--- config.mk ---
export PLATFORM = sky130hd
export DESIGN_NAME = diff_in_quad_decoder
export DESIGN_NICKNAME = d
export VERILOG_FILES = /design/src/rtl/diff_in_quad_decoder.sv
export SDC_FILE = /design/constraint.sdc
export NUM_CORES = 1
export LEC_CHECK = 0
export BUFFER_PORTS_ARGS = -buffer_cell sky130_fd_sc_hd__buf_4
export CAP_MARGIN = 10
export CORE_ASPECT_RATIO = 0.75
export CORE_MARGIN = 2
export CORE_UTILIZATION = 40
export CTS_CLUSTER_SIZE = 28
export DETAILED_ROUTE_END_ITERATION = 10
export PLACE_DENSITY = 0.58
export SYNTH_ARGS = -nofsm -noshare
export SYNTH_HDL_FRONTEND = slang
export SYNTH_SLANG_ARGS = --single-unit
export TNS_END_PERCENT = 50
--- constraint.sdc ---
create_clock -name xclk -period 2.8 [get_ports xclk]
set_input_delay 0.14 -clock xclk [delete_from_list [all_inputs] [get_ports xclk]]
set_output_delay 0.14 -clock xclk [all_outputs]
set_load 0.03 [all_outputs]
--- src/rtl/diff_in_quad_decoder.sv ---
// ---------------------------------------------------------------------------
// diff_in_quad_decoder
//
// Quadrature decoder for the differential-input channels. It takes the
// debounced A/B/index lines, keeps a 32-bit signed 4x position count, an
// index-latched copy of that position and a saturating illegal-transition
// error count. Everything is exposed on the FPGA-2 address/data bus through
// a registered read mux with an avail flag.
//
// Ports
//   xclk                 system clock
//   reset                asynchronous, active-low reset
//   read_qualified       bus read strobe, one xclk wide
//   write_qualified      bus write strobe, one xclk wide
//   ab[7:0]              address bus
//   db_in[15:0]          write data
//   enc_a, enc_b         debounced quadrature inputs, synchronous to xclk
//   enc_index            debounced index input, synchronous to xclk
//   db_out_ENC[15:0]     registered read data
//   data_from_ENC_avail  high when db_out_ENC holds data from a matched address
//
// Register map
//   ADDR_POS_LO  position[15:0], snapshots position[31:16]
//   ADDR_POS_HI  snapshotted position[31:16]
//   ADDR_IDX_LO  idx_pos[15:0], snapshots idx_pos[31:16]
//   ADDR_IDX_HI  snapshotted idx_pos[31:16]
//   ADDR_STATUS  {err_cnt, 4'h0, idx_seen, err_sticky, dir, primed}
//   ADDR_CTRL    write: bit0 CLR_POS, bit1 CLR_ERR, bit2 IDX_ZERO,
//                       bit3 INVERT, bit4 CLR_IDX_SEEN
//                read:  INVERT at bit3, IDX_ZERO at bit2, all else 0
// ---------------------------------------------------------------------------
module diff_in_quad_decoder #(
   parameter logic [7:0] ADDR_POS_LO = 8'h60,
   parameter logic [7:0] ADDR_POS_HI = 8'h61,
   parameter logic [7:0] ADDR_IDX_LO = 8'h62,
   parameter logic [7:0] ADDR_IDX_HI = 8'h63,
   parameter logic [7:0] ADDR_STATUS = 8'h64,
   parameter logic [7:0] ADDR_CTRL   = 8'h65
) (
   input  logic        xclk,
   input  logic        reset,
   input  logic        read_qualified,
   input  logic        write_qualified,
   input  logic [7:0]  ab,
   input  logic [15:0] db_in,
   input  logic        enc_a,
   input  logic        enc_b,
   input  logic        enc_index,
   output logic [15:0] db_out_ENC,
   output logic        data_from_ENC_avail
);

   // Decoder state
   logic [1:0]  prev_ab;
   logic        prev_idx;
   logic        primed;

   // Counters and flags
   logic [31:0] position;
   logic [31:0] idx_pos;
   logic [15:0] pos_hi_shadow;
   logic [15:0] idx_hi_shadow;
   logic [7:0]  err_cnt;
   logic        err_sticky;
   logic        dir;
   logic        idx_seen;

   // Stored control bits
   logic        idx_zero;
   logic        invert;

   // Combinational decode results
   logic [1:0]  cur_pos;
   logic [1:0]  prev_pos;
   logic [1:0]  delta;
   logic        step_up;
   logic        step_dn;
   logic        illegal;
   logic        idx_rise;
   logic [31:0] pos_stepped;
   logic        ctrl_wr;
   logic        clr_pos;
   logic        clr_err;
   logic        clr_idx_seen;
   logic [15:0] rd_data;
   logic        rd_hit;

   // Gray code 00,01,11,10 maps to phase 0,1,2,3 as {a, a^b}; the phase
   // difference then tells forward (1), reverse (3), none (0), illegal (2).
   always_comb begin
      // NOTE: every always_comb output gets a default first so no path can
      // leave it unassigned and infer a latch.
      cur_pos      = {enc_a, enc_a ^ enc_b};
      prev_pos     = {prev_ab[1], prev_ab[1] ^ prev_ab[0]};
      delta        = cur_pos - prev_pos;
      step_up      = 1'b0;
      step_dn      = 1'b0;
      illegal      = 1'b0;
      if (primed) begin
         case (delta)
            2'd1:    begin step_up = ~invert; step_dn =  invert; end
            2'd3:    begin step_up =  invert; step_dn = ~invert; end
            2'd2:    illegal = 1'b1;
            default: ;
         endcase
      end

      pos_stepped = position;
      if (step_up)
         pos_stepped = position + 32'd1;
      else if (step_dn)
         pos_stepped = position - 32'd1;

      idx_rise     = primed & enc_index & ~prev_idx;

      ctrl_wr      = write_qualified && (ab == ADDR_CTRL);
      clr_pos      = ctrl_wr & db_in[0];
      clr_err      = ctrl_wr & db_in[1];
      clr_idx_seen = ctrl_wr & db_in[4];
   end

   // Decoder, position, index latch, error tracking and control bits
   always_ff @(posedge xclk or negedge reset) begin
      if (!reset) begin
         prev_ab    <= 2'b00;
         prev_idx   <= 1'b0;
         primed     <= 1'b0;
         position   <= 32'h0;
         idx_pos    <= 32'h0;
         err_cnt    <= 8'h00;
         err_sticky <= 1'b0;
         dir        <= 1'b0;
         idx_seen   <= 1'b0;
         idx_zero   <= 1'b0;
         invert     <= 1'b0;
      end else begin
         // NOTE: sequential state uses non-blocking assignments only, so
         // every register here sees the pre-edge value of every other one.
         prev_ab  <= {enc_a, enc_b};
         prev_idx <= enc_index;
         primed   <= 1'b1;

         if (step_up)
            dir <= 1'b1;
         else if (step_dn)
            dir <= 1'b0;

         // CLR_POS beats index zeroing, which beats the step
         if (clr_pos)
            position <= 32'h0;
         else if (idx_rise && idx_zero)
            position <= 32'h0;
         else
            position <= pos_stepped;

         // The latch captures the stepped value even if the count is cleared
         if (idx_rise)
            idx_pos <= pos_stepped;

         // A same-cycle index event is not lost to a clear request
         if (idx_rise)
            idx_seen <= 1'b1;
         else if (clr_idx_seen)
            idx_seen <= 1'b0;

         if (clr_err) begin
            err_cnt    <= 8'h00;
            err_sticky <= 1'b0;
         end else if (illegal) begin
            err_sticky <= 1'b1;
            if (err_cnt != 8'hFF)
               err_cnt <= err_cnt + 8'd1;
         end

         if (ctrl_wr) begin
            idx_zero <= db_in[2];
            invert   <= db_in[3];
         end
      end
   end

   // Read mux
   always_comb begin
      rd_data = 16'hFFFF;
      rd_hit  = 1'b1;
      case (ab)
         ADDR_POS_LO: rd_data = position[15:0];
         ADDR_POS_HI: rd_data = pos_hi_shadow;
         ADDR_IDX_LO: rd_data = idx_pos[15:0];
         ADDR_IDX_HI: rd_data = idx_hi_shadow;
         ADDR_STATUS: rd_data = {err_cnt, 4'h0, idx_seen, err_sticky, dir, primed};
         ADDR_CTRL:   rd_data = {12'h000, invert, idx_zero, 2'b00};
         default: begin
            rd_data = 16'hFFFF;
            rd_hit  = 1'b0;
         end
      endcase
   end

   // Registered read port; LO reads freeze the matching upper half so a
   // following HI read is coherent with it even if the count moves.
   always_ff @(posedge xclk or negedge reset) begin
      if (!reset) begin
         db_out_ENC          <= 16'h0000;
         data_from_ENC_avail <= 1'b0;
         pos_hi_shadow       <= 16'h0000;
         idx_hi_shadow       <= 16'h0000;
      end else if (read_qualified) begin
         db_out_ENC          <= rd_data;
         data_from_ENC_avail <= rd_hit;
         if (ab == ADDR_POS_LO)
            pos_hi_shadow <= position[31:16];
         if (ab == ADDR_IDX_LO)
            idx_hi_shadow <= idx_pos[31:16];
      end
   end

endmodule

# Yosys cells after proc, flatten, opt, wreduce, memory -nomap -nowiden
# Index checks and enable logic that the tools add are counted.
[word_totals]
inputBits = 31
mem_count = 0
latch_bits = 0
mem_bits_rw = 0
mem_bits_ro = 0
ff_bits = 130
[op_classes]
muxes = 21
eq_ne = 10
n_lt_le_gt_ge = 0
n_shift = 0
n_div = 0
bitwise_logic = 9
reduce_logical = 10
n_mul = 0
addsub = 4
[op_table]
columns = ["operator", "n"]
rows = [
  ["$mux 32", 4],
  ["$pmux 16 s6", 1],
  ["$eq 8x7->1 const B", 6],
  ["$add 32x1->32 const B", 1],
  ["$sub 32x1->32 const B", 1],
  ["$mux 8", 3],
  ["$mux 1", 11],
  ["$add 8x1->8 const B", 1],
  ["$ne 8x8->1 const B", 1],
  ["$reduce_bool 2->1", 4],
  ["$reduce_and 2->1", 3],
  ["$reduce_or 6->1", 1],
  ["$and 1x1->1", 5],
  ["$eq 2x2->1 const B", 2],
  ["$pmux 1 s2", 2],
  ["$eq 2x1->1 const B", 1],
  ["$logic_and 1x1->1", 2],
  ["$not 1->1", 2],
  ["$sub 2x2->2", 1],
  ["$xor 1x1->1", 2],
]

# Longest topological paths before layout
# Gate-level depths: netlist of the first run.
[logic_depth]
ltp_word = 9
depth_mapped = 9

# Worst setup path after synthesis of the first run
# OpenSTA, ideal clock, no wires.
[synth_timing]
kind = "register to register"
start = "register position[5]"
end = "register idx_pos[30]"
period_less_slack_ps = 2423
arrival_ps = 2292
slack_ps = 377
n_path_buf = 1
setup_ps = 131
stages_incl_launch_ff = 8
path_cell_list = "dfrtp_1 buf_6 or4_4 or4_4 nor4_4 a22oi_1 xor2_1 o21ai_1"
[synth_via]
elab_chain_cells = 3
word_cells_on_any_way = 4
[synth_lines]
columns = ["element", "line", "rtl"]
rows = [
  ["from (decl)", "59", "logic [31:0] position;"],
  ["from (signal assigned)", "154", "position <= pos_stepped;"],
  ["$sub 32x1->32", "112", "pos_stepped = position - 32'd1;"],
  ["$mux 32", "111", "else if (step_dn)"],
  ["$mux 32 *", "109", "if (step_up)"],
  ["to (signal assigned)", "158", "idx_pos <= pos_stepped;"],
  ["to (decl)", "60", "logic [31:0] idx_pos;"],
]
# Mark *: on every way between the ends. The rest lies on a longest branch, timed or not.
# A chain may end at the register's enable or synchronous reset.

# Worst setup path after layout of the first run
[layout_timing]
start = "register position[5]"
end = "register idx_pos[28]"
# Same word-level chain as after synthesis.

==> metrics.txt, run 1 <==
HPWL Detailed 14.2 mm; Final Cycle Share 93.1%; initial core utilization 41.0%; Final GP Congestion 0.932; initial antenna violation count 0; Reg power frac 36.4%; CP required 3.10 ns; Syn Std Cell Area 6590 sq um; combinational share of power 32.5%; Worst Setup SP position[5]; post-synthesis sequential area ratio 49.4%; worst clock skew 0.00739 ns; status completed; syn_area_per_cell 9.81 sq um; clock transition at the registers of the reported paths 0.06 ns; pin count of the biggest net entering global routing 74; leakage 3.53 nW; Inserted Clock Buffers 17; Placement Rows 40; final instance area 8080 sq um; fin crit period 2.61 ns; Mapped Nets 707; fraction of layout cells with a size suffix above 1 22.6%; Global Route Usage Sum 23.0%; final hold vios 0; Synth Register Bits 130; TritonCTS clock tree built; Ports 48; Slew @ Worst Pin 0.710 ns; Max-cap violations 0; Int Power 0.00491 W; Final setup viols 0; Vias/cell 5.75; ant diodes 0; Startpoint Class flip-flop; Hold Crit Start read_qualified; Routed WL 19.1 mm; Top FF cell, synth dfrtp_1; most frequent cells in the layout dfrtp_1 (130), buf_4 (90), nor2_1 (79), nand2_1 (68), o21ai_0 (36); CP Data Arrival Time 2.90 ns; CORE AREA 16,100 sq um; first-pass GRT wire length 30.8 mm; CTS sink cnt 130; Die H 115 um; Power Density 951 nW/um^2; Clk pwr share 31.1%; input/output buffers 36; CTS root buffer clkbuf_16; aggregate global routing overflow 0; post-layout util 50.3%; Sw Pwr 0.00278 W; fill count 1,458; RSZ-0062 raised after global routing false; Die Wd 152 um; Reg2Reg Launch Point position[5]; DR DRC count 0; postcts setup bufs 0; Power Total 0.00768 W; yosys warns 0; Max Buffers Root-to-Sink 2; wire per inst 19.8 um; vias in the first global route 5,472; Min-Delay Path Class in2reg; critical path capture point type flip-flop; Fin Setup TNS 0 ns; H-tree levels 4; switch share 36.1%; ys async rst share 100%; dpl cell area 7360 sq um; clk_lat worst skew 0.43 ns; Area growth, synth to finish 22.6%; die area 17,500 sq um; synth unique cells 57; Post-layout nets 779; vias after detailed routing 5,561; number of synthesized flops with an enable pin 0; crit-path max FO 5; FMAX 0.384 GHz; DRT Pass-1 Iters 5; kind of critical path reg2reg; cells after synthesis 672; Max VDD drop 0.405 mV; commonest non-fill, non-tap cell in the layout dfrtp_1; final max-slew violation count 0; DRT iter0 DRCs 488; antenna-violating nets left 0; worst rel slew slack 52.7%
[power by group through the flow]
stage	Clock, W	Combinational [W]	Sequential (W)
final	0.00239	0.00250	0.00280
after global placement	0	0.00239	0.00280
after global routing	0.00252	0.00275	0.00286
after CTS	0.00242	0.00247	0.00279
after floorplan	0	0.00170	0.00267
after detailed placement	0	0.00245	0.00282
[synthesized netlist by cell type (12+ instances only)]
cell type | number | share of area, %
nand4_1 | 31 | 2.9
a21oi_1 | 19 | 1.4
nor2_1 | 79 | 4.5
xnor2_1 | 29 | 3.9
nand3_1 | 22 | 1.7
nor3_1 | 12 | 0.91
xor2_1 | 12 | 1.6
mux2_2 | 32 | 5.5
dfrtp_1 | 130 | 49
nand2_1 | 68 | 3.9
clkbuf_1 | 29 | 1.7
o21ai_0 | 36 | 2.7
a22oi_1 | 26 | 3.0
[worst max-delay path, stage by stage (launching register included)]
cell,delay [ns]
dfrtp_1,0.39
or4_4,0.60
or4_4,0.60
nor4_2,0.42
o22ai_1,0.16
xor2_1,0.22
o21ai_1,0.09
[logic make-up (layout without fill, tap and decap cells)]
group / after synthesis / after routing / share of synthesized area [%]
other: 1 / 1 / 0.0569
buffers and inverters: 52 / 137 / 3.55
and+or+nand+nor: 272 / 272 / 20.7
adders and majority gates: 4 / 4 / 0.759
xor gates and xnor gates: 44 / 44 / 6.47
DFF: 130 / 130 / 49.4
muxes: 39 / 39 / 6.53
AOI/OAI and AO/OA: 130 / 130 / 12.5
[layout make-up]
class                           instances  area [sq um]  share of cell area, %
Clock buffer                           20           457                   5.65
Timing Repair Buffer                   99           777                   9.62
Tap cell                              210           263                   3.25
Multi-Input combinational cell        490          3130                   38.7
Clock inverter                         12           181                   2.25
Inverter                                6          22.5                  0.279
Sequential cell                       130          3250                   40.3
[metrics by stage]
stage / std cells / hold slack [ns] / worst slack [ns]
CTS: 967 / 0.106 / 0.179
finish: 967 / 0.115 / 0.194
detailed placement: 928 / 0.189 / 0.191
global route: 967 / 0.136 / 0.0144
floorplan: 672 / -0.156 / 0.377
global placement: 928 / 0.187 / 0.242
[what timing repair did]
action	4_1_cts	5_1_grt
setup endpoints to repair	0	4
hold buffers	7	0
resized for setup	0	1
endpoints found under the hold margin	77	0
[sequential cells by signal, indices dropped and copies added, names as in the netlist]
signal / flops
data_from_ENC_avail: 1
db_out_ENC: 16
dir: 1
err_cnt: 8
err_sticky: 1
idx_hi_shadow: 16
idx_pos: 32
idx_seen: 1
idx_zero: 1
invert: 1
pos_hi_shadow: 16
position: 32
prev_ab: 2
prev_idx: 1
primed: 1
[final timing paths]
path                                      end  slack (ns)  depth (start not counted)
worst min register to register    idx_pos[17]        0.48                          2
worst min-delay path            db_out_ENC[4]        0.11                          3
min in group asynchronous       db_out_ENC[4]        0.27                          2
max in group asynchronous            idx_seen        1.77                          3
worst max-delay path              idx_pos[28]        0.19                          6
worst max register to register    idx_pos[28]        0.19                          6
[metal layers]
layer	global-route usage (%)	part of all wire (%)
met3	5.69	7.2
met4	7.17	1.3
met1	33.9	49
met5	0	0
met2	33.5	42
Note: power is estimated with default switching activity, not from simulation.
==> inputs of run 2 (changes only) <==
--- a/config.mk
+++ b/config.mk
@@ -13,6 +13,7 @@
 export CTS_CLUSTER_SIZE = 28
 export DETAILED_ROUTE_END_ITERATION = 10
 export PLACE_DENSITY = 0.58
+export RECOVER_POWER = 100
 export SYNTH_ARGS = -nofsm -noshare
 export SYNTH_HDL_FRONTEND = slang
 export SYNTH_SLANG_ARGS = --single-unit
==> metrics.txt, run 2 (synthesis gave the netlist of run 1 again) <==
status finished, violations left (was completed); failing checks capacitance limit, slew limit; met2 Use GR 33.5% (unchanged); fill count 1,495 (was 1,458); critical path cell sequence or4_4 -> or4_4 -> nor4_2 -> o22ai_1 -> xor2_1 -> o21ai_1 (unchanged); cell mode on critical path or4_4 (unchanged); final setup margin 0.191 ns (was 0.194 ns); H-tree levels 4 (unchanged); GRT busiest layer met1 (unchanged); Ports 48 (unchanged); Final setup viols 0 (unchanged); HPWL Detailed 14.2 mm (unchanged); vias in the first global route 5,472 (unchanged); first-pass GRT wire length 30.8 mm (unchanged); CORE AREA 16,100 sq um (unchanged); worst rel slew slack -19.2% (was 52.7%); DRT Pass-1 Iters 7 (was 5); DR DRC count 0 (unchanged); reg-to-reg setup timing slack 0.19 ns (about the same); Post-Layout Cell Count 967 (unchanged); Routed WL 19.1 mm (about the same); Placed Cells 928 (unchanged); vias after detailed routing 5,563 (was 5,561); fraction of layout cells with a size suffix above 1 18.6% (was 22.6%); Area growth, synth to finish 20.4% (was 22.6%); wire per inst 19.8 um (about the same); crit-path max FO 5 (unchanged); Fin Setup TNS 0 ns (unchanged); critical path capture point type flip-flop (unchanged); Startpoint Class flip-flop (unchanged); RSZ-0062 raised after global routing false (unchanged); Worst Setup SP position[5] (unchanged); Die H 115 um (unchanged); Hold Crit Start read_qualified (unchanged); M1 GR Usage 33.9% (unchanged); Crit-path slowest cell or4_4 (unchanged); DRT iter0 DRCs 489 (was 488); CTS root buffer clkbuf_16 (unchanged); leakage 3.43 nW (was 3.53 nW); WP buf/inv 0 (unchanged); die area 17,500 sq um (unchanged); Max VDD drop 0.406 mV (was 0.405 mV); fin crit period 2.61 ns (about the same); Vias/cell 5.75 (about the same); clk_lat worst skew 0.43 ns (about the same); FMAX 0.383 GHz (was 0.384 GHz); Final GP Congestion 0.932 (unchanged); pin count of the biggest net entering global routing 74 (unchanged); CP required 3.10 ns (about the same); Crit path max-delay family simple AND/OR/NAND/NOR gates (unchanged); CTS sink cnt 130 (unchanged); Inserted Clock Buffers 17 (unchanged); Post-layout nets 779 (unchanged); aggregate global routing overflow 0 (unchanged); most frequent cells in the layout dfrtp_1 (130), nor2_1 (79), nand2_1 (68), buf_4 (58), o21ai_0 (43) (was dfrtp_1 (130), buf_4 (90), nor2_1 (79), nand2_1 (68), o21ai_0 (36)); Max Buffers Root-to-Sink 2 (unchanged); CP Data Arrival Time 2.91 ns (was 2.90 ns); Global Route Usage Sum 23.0% (unchanged); Power Density 965 nW/um^2 (was 951 nW/um^2); input/output buffers 36 (unchanged); Power Total 0.00766 W (was 0.00768 W); Min-Delay Path Class in2reg (unchanged); kind of critical path reg2reg (unchanged); met3 GRT Util 5.69% (unchanged); TritonCTS clock tree built (unchanged); Largest regs idx_pos (32), position (32) (unchanged); final hold vios 0 (unchanged); Reg2Reg Launch Point position[5] (unchanged); Max-cap violations 1 (was 0); initial core utilization 41.0% (unchanged); slowest stage delay, CP 0.60 ns (about the same); worst clock skew 0.00734 ns (was 0.00739 ns); pre-CTS setup slack 0.191 ns (unchanged); final max-slew violation count 74 (was 0); initial antenna violation count 0 (unchanged); WHS 0.116 ns (was 0.115 ns); Slew @ Worst Pin 1.79 ns (was 0.710 ns); commonest non-fill, non-tap cell in the layout dfrtp_1 (unchanged); Die Wd 152 um (unchanged); clock transition at the registers of the reported paths 0.06 ns (about the same); Placement Rows 40 (unchanged); antenna-violating nets left 0 (unchanged); ant diodes 0 (unchanged); Final Cycle Share 93.2% (was 93.1%)
## run 2: what timing repair did
action                                  in CTS  in global routing
hold buffers                                 7                  0
hold endpoints to repair                    77                  0
resized for setup                            0                  1
endpoints found under the setup margin       0                  4
buffers inserted                             0                  0
## run 2: tightest hold or removal path, cell delays in order
cell and delay (ns):
buf_4 0.19, nor2_1 0.13, nor2_1 0.04
## run 2: worst paths after layout
| kind | endpoint | depth (start not counted) |
|---|---|---|
| worst max register to register | idx_pos[28] | 6 |
| min in group asynchronous | db_out_ENC[4] | 2 |
| max in group asynchronous | prev_ab[1] | 3 |
| worst max-delay path | idx_pos[28] | 6 |
| worst min register to register | idx_pos[17] | 2 |
| worst min-delay path | db_out_ENC[4] | 3 |
## run 2: metrics by stage
step | instance area [sq um] | utilization [%]
global route | 7940 | 49.4
finish | 7940 | 49.4
CTS | 8070 | 50.2
global placement | 7360 | 45.8
detailed placement | 7360 | 45.8
floorplan | 6590 | -
## run 2: area by class of cell
class                      instances  area [sq um]  share of cell area [%]
multi-input combinational        490          3110                    39.2
clock buffer                      20           457                    5.75
timing repair buffer              99           649                    8.18
sequential                       130          3250                    41.0
inverter                           6          22.5                   0.284
tap                              210           263                    3.31
clock inverter                    12           181                    2.29
## run 2: per-layer routing
layer | routed length [um] | share of wire (%)
met1 | 9360 | 49
met2 | 8100 | 42
met3 | 1450 | 7.6
met4 | 223 | 1.2
met5 | 0 | 0
## run 2: power by group
part           internal (W)  total (W)  switching (W)  leakage (nW)
registers           0.00235    0.00280       0.000445          1.68
clock network       0.00154    0.00239       0.000853         0.298
logic               0.00100    0.00247        0.00147          1.45
==> inputs of run 3 (changes only) <==
--- a/config.mk
+++ b/config.mk
@@ -9,10 +9,10 @@
 export CAP_MARGIN = 10
 export CORE_ASPECT_RATIO = 0.75
 export CORE_MARGIN = 2
-export CORE_UTILIZATION = 40
+export CORE_UTILIZATION = 48
 export CTS_CLUSTER_SIZE = 28
 export DETAILED_ROUTE_END_ITERATION = 10
-export PLACE_DENSITY = 0.58
+export PLACE_DENSITY = 0.67
 export RECOVER_POWER = 100
 export SYNTH_ARGS = -nofsm -noshare
 export SYNTH_HDL_FRONTEND = slang
==> metrics.txt, run 3 (synthesis gave the netlist of run 1 again) <==
status completed (was finished, violations left); initial core utilization 48.6% (was 41.0%); Vias/cell 5.98 (was 5.75); HPWL Detailed 13.3 mm (was 14.2 mm); DR DRC count 0 (unchanged); Global Route Usage Sum 27.1% (was 23.0%); FMAX 0.375 GHz (was 0.383 GHz); Max Buffers Root-to-Sink 2 (unchanged); Slew @ Worst Pin 1.15 ns (was 1.79 ns); CP required 3.08 ns (was 3.10 ns); Final GP Congestion 0.936 (was 0.932); fraction of layout cells with a size suffix above 1 17.6% (was 18.6%); crit-path max FO 9 (was 5); CTS sink cnt 130 (unchanged); most frequent cells in the layout dfrtp_1 (130), nor2_1 (79), nand2_1 (68), buf_4 (50), o21ai_0 (43) (was dfrtp_1 (130), nor2_1 (79), nand2_1 (68), buf_4 (58), o21ai_0 (43)); dpl cell area 7240 sq um (was 7360 sq um); DRT Pass-1 Iters 5 (was 7); wire per inst 20.6 um (was 19.8 um); first-pass GRT wire length 30.4 mm (was 30.8 mm); H-tree levels 4 (unchanged); vias after detailed routing 5,523 (was 5,563); Final Cycle Share 95.2% (was 93.2%); TritonCTS clock tree built (unchanged); final hold vios 0 (unchanged); clk_lat worst skew 0.42 ns (was 0.43 ns); Placed Cells 883 (was 928); Largest regs idx_pos (32), position (32) (unchanged); aggregate global routing overflow 0 (unchanged); final max-slew violation count 0 (was 74); Max-cap violations 0 (was 1); Fin Setup TNS 0 ns (unchanged); Post-layout nets 771 (was 779); fill count 1,229 (was 1,495); Min-Delay Path Class in2reg (unchanged); Die Wd 139 um (was 152 um); commonest non-fill, non-tap cell in the layout dfrtp_1 (unchanged); Inserted Clock Buffers 17 (unchanged); worst clock skew 0.00835 ns (was 0.00734 ns); pin count of the biggest net entering global routing 88 (was 74); Routed WL 19.0 mm (was 19.1 mm); input/output buffers 36 (unchanged); CP Data Arrival Time 2.94 ns (was 2.91 ns); Power Density 952 nW/um^2 (was 965 nW/um^2); vias in the first global route 5,315 (was 5,472); worst rel slew slack 23.2% (was -19.2%); fin crit period 2.66 ns (was 2.61 ns); Ports 48 (unchanged); Max VDD drop 0.511 mV (was 0.406 mV); RSZ-0062 raised after global routing false (unchanged); die area 14,700 sq um (was 17,500 sq um); kind of critical path in2reg (was reg2reg); DRT iter0 DRCs 548 (was 489); clock transition at the registers of the reported paths 0.06 ns (about the same); ant diodes 0 (unchanged); critical path capture point type flip-flop (unchanged); leakage 3.36 nW (was 3.43 nW); Final setup viols 0 (unchanged); Die H 105 um (was 115 um); Post-Layout Cell Count 923 (was 967); CTS root buffer clkbuf_16 (unchanged); CORE AREA 13,600 sq um (was 16,100 sq um); Placement Rows 37 (was 40); Startpoint Class input port (was flip-flop); initial antenna violation count 0 (unchanged); antenna-violating nets left 0 (unchanged); Area growth, synth to finish 17.8% (was 20.4%); final instance area 7770 sq um (was 7940 sq um)
## run 3: cell types whose count changed in the layout (fill, tap and decap cells not counted)
cell,before,now
inv_6,0,1
nor4_2,1,2
clkinv_2,1,2
bufinv_16,4,2
clkbuf_8,2,1
clkbuf_2,4,3
buf_4,58,50
clkbuf_4,3,4
nor4_4,2,1
## run 3: what timing repair did
item	4_1_cts	5_1_grt
endpoints found under the hold margin	49	0
setup buffers	0	2
resized for setup	0	1
hold buffers	7	0
endpoints found under the setup margin	0	6
## run 3: per-stage QoR
step	hold slack [ns]	setup WS (ns)	total power, W	util [%]
after floorplan	-0.156	0.377	0.00437	-
after global placement	0.177	0.194	0.00513	53.4
after detailed placement	0.191	0.0956	0.00521	53.4
after CTS	0.107	0.0688	0.00741	58.2
after global routing	0.120	0.0271	0.00783	57.3
final	0.121	0.135	0.00739	57.3
## run 3: final timing paths
kind                                 from       endpoint  slack (ns)  depth (start not counted)
max                                 enc_a    idx_pos[31]        0.14                         12
min                        read_qualified  db_out_ENC[0]        0.12                          3
max reg2reg                   position[5]    idx_pos[30]        0.16                          6
min reg2reg                   idx_pos[16]    idx_pos[16]        0.48                          2
max in group asynchronous           reset   position[12]        0.46                          3
min in group asynchronous           reset  db_out_ENC[4]        0.47                          2
## run 3: report_power, final
part / leakage [nW] / switching [W] / internal, W
combinational: 1.41 / 0.00142 / 0.000989
clock: 0.271 / 0.000839 / 0.00133
sequential: 1.68 / 0.000467 / 0.00235
total: 3.36 / 0.00272 / 0.00467
## run 3: critical path, cell delays in order
cell and delay [ns]:
dlygate4sd3_1 0.54, buf_4 0.15, xnor2_1 0.14, ha_1 0.21
xnor3_2 0.32, buf_4 0.19, xor2_4 0.30, nand4_1 0.21
o22ai_1 0.24, clkbuf_1 0.22, xnor2_1 0.18, o21ai_0 0.10
## run 3: metal layers
metal,up-vias,track usage (%),part of all wire [%]
met4,0,6.13,0.86
met3,15,7.95,8.7
li1,2542,-,-
met2,240,38.1,43
met5,-,0,0
met1,2726,41.3,48
## run 3: layout make-up
| type | count | area (sq um) | area share, % |
|---|---|---|---|
| timing repair buffer | 91 | 592 | 7.62 |
| multi-input combinational | 490 | 3100 | 39.9 |
| clock buffer | 19 | 443 | 5.70 |
| tap | 175 | 219 | 2.82 |
| inverter | 6 | 22.5 | 0.290 |
| sequential | 130 | 3250 | 41.9 |
| clock inverter | 12 | 135 | 1.74 |
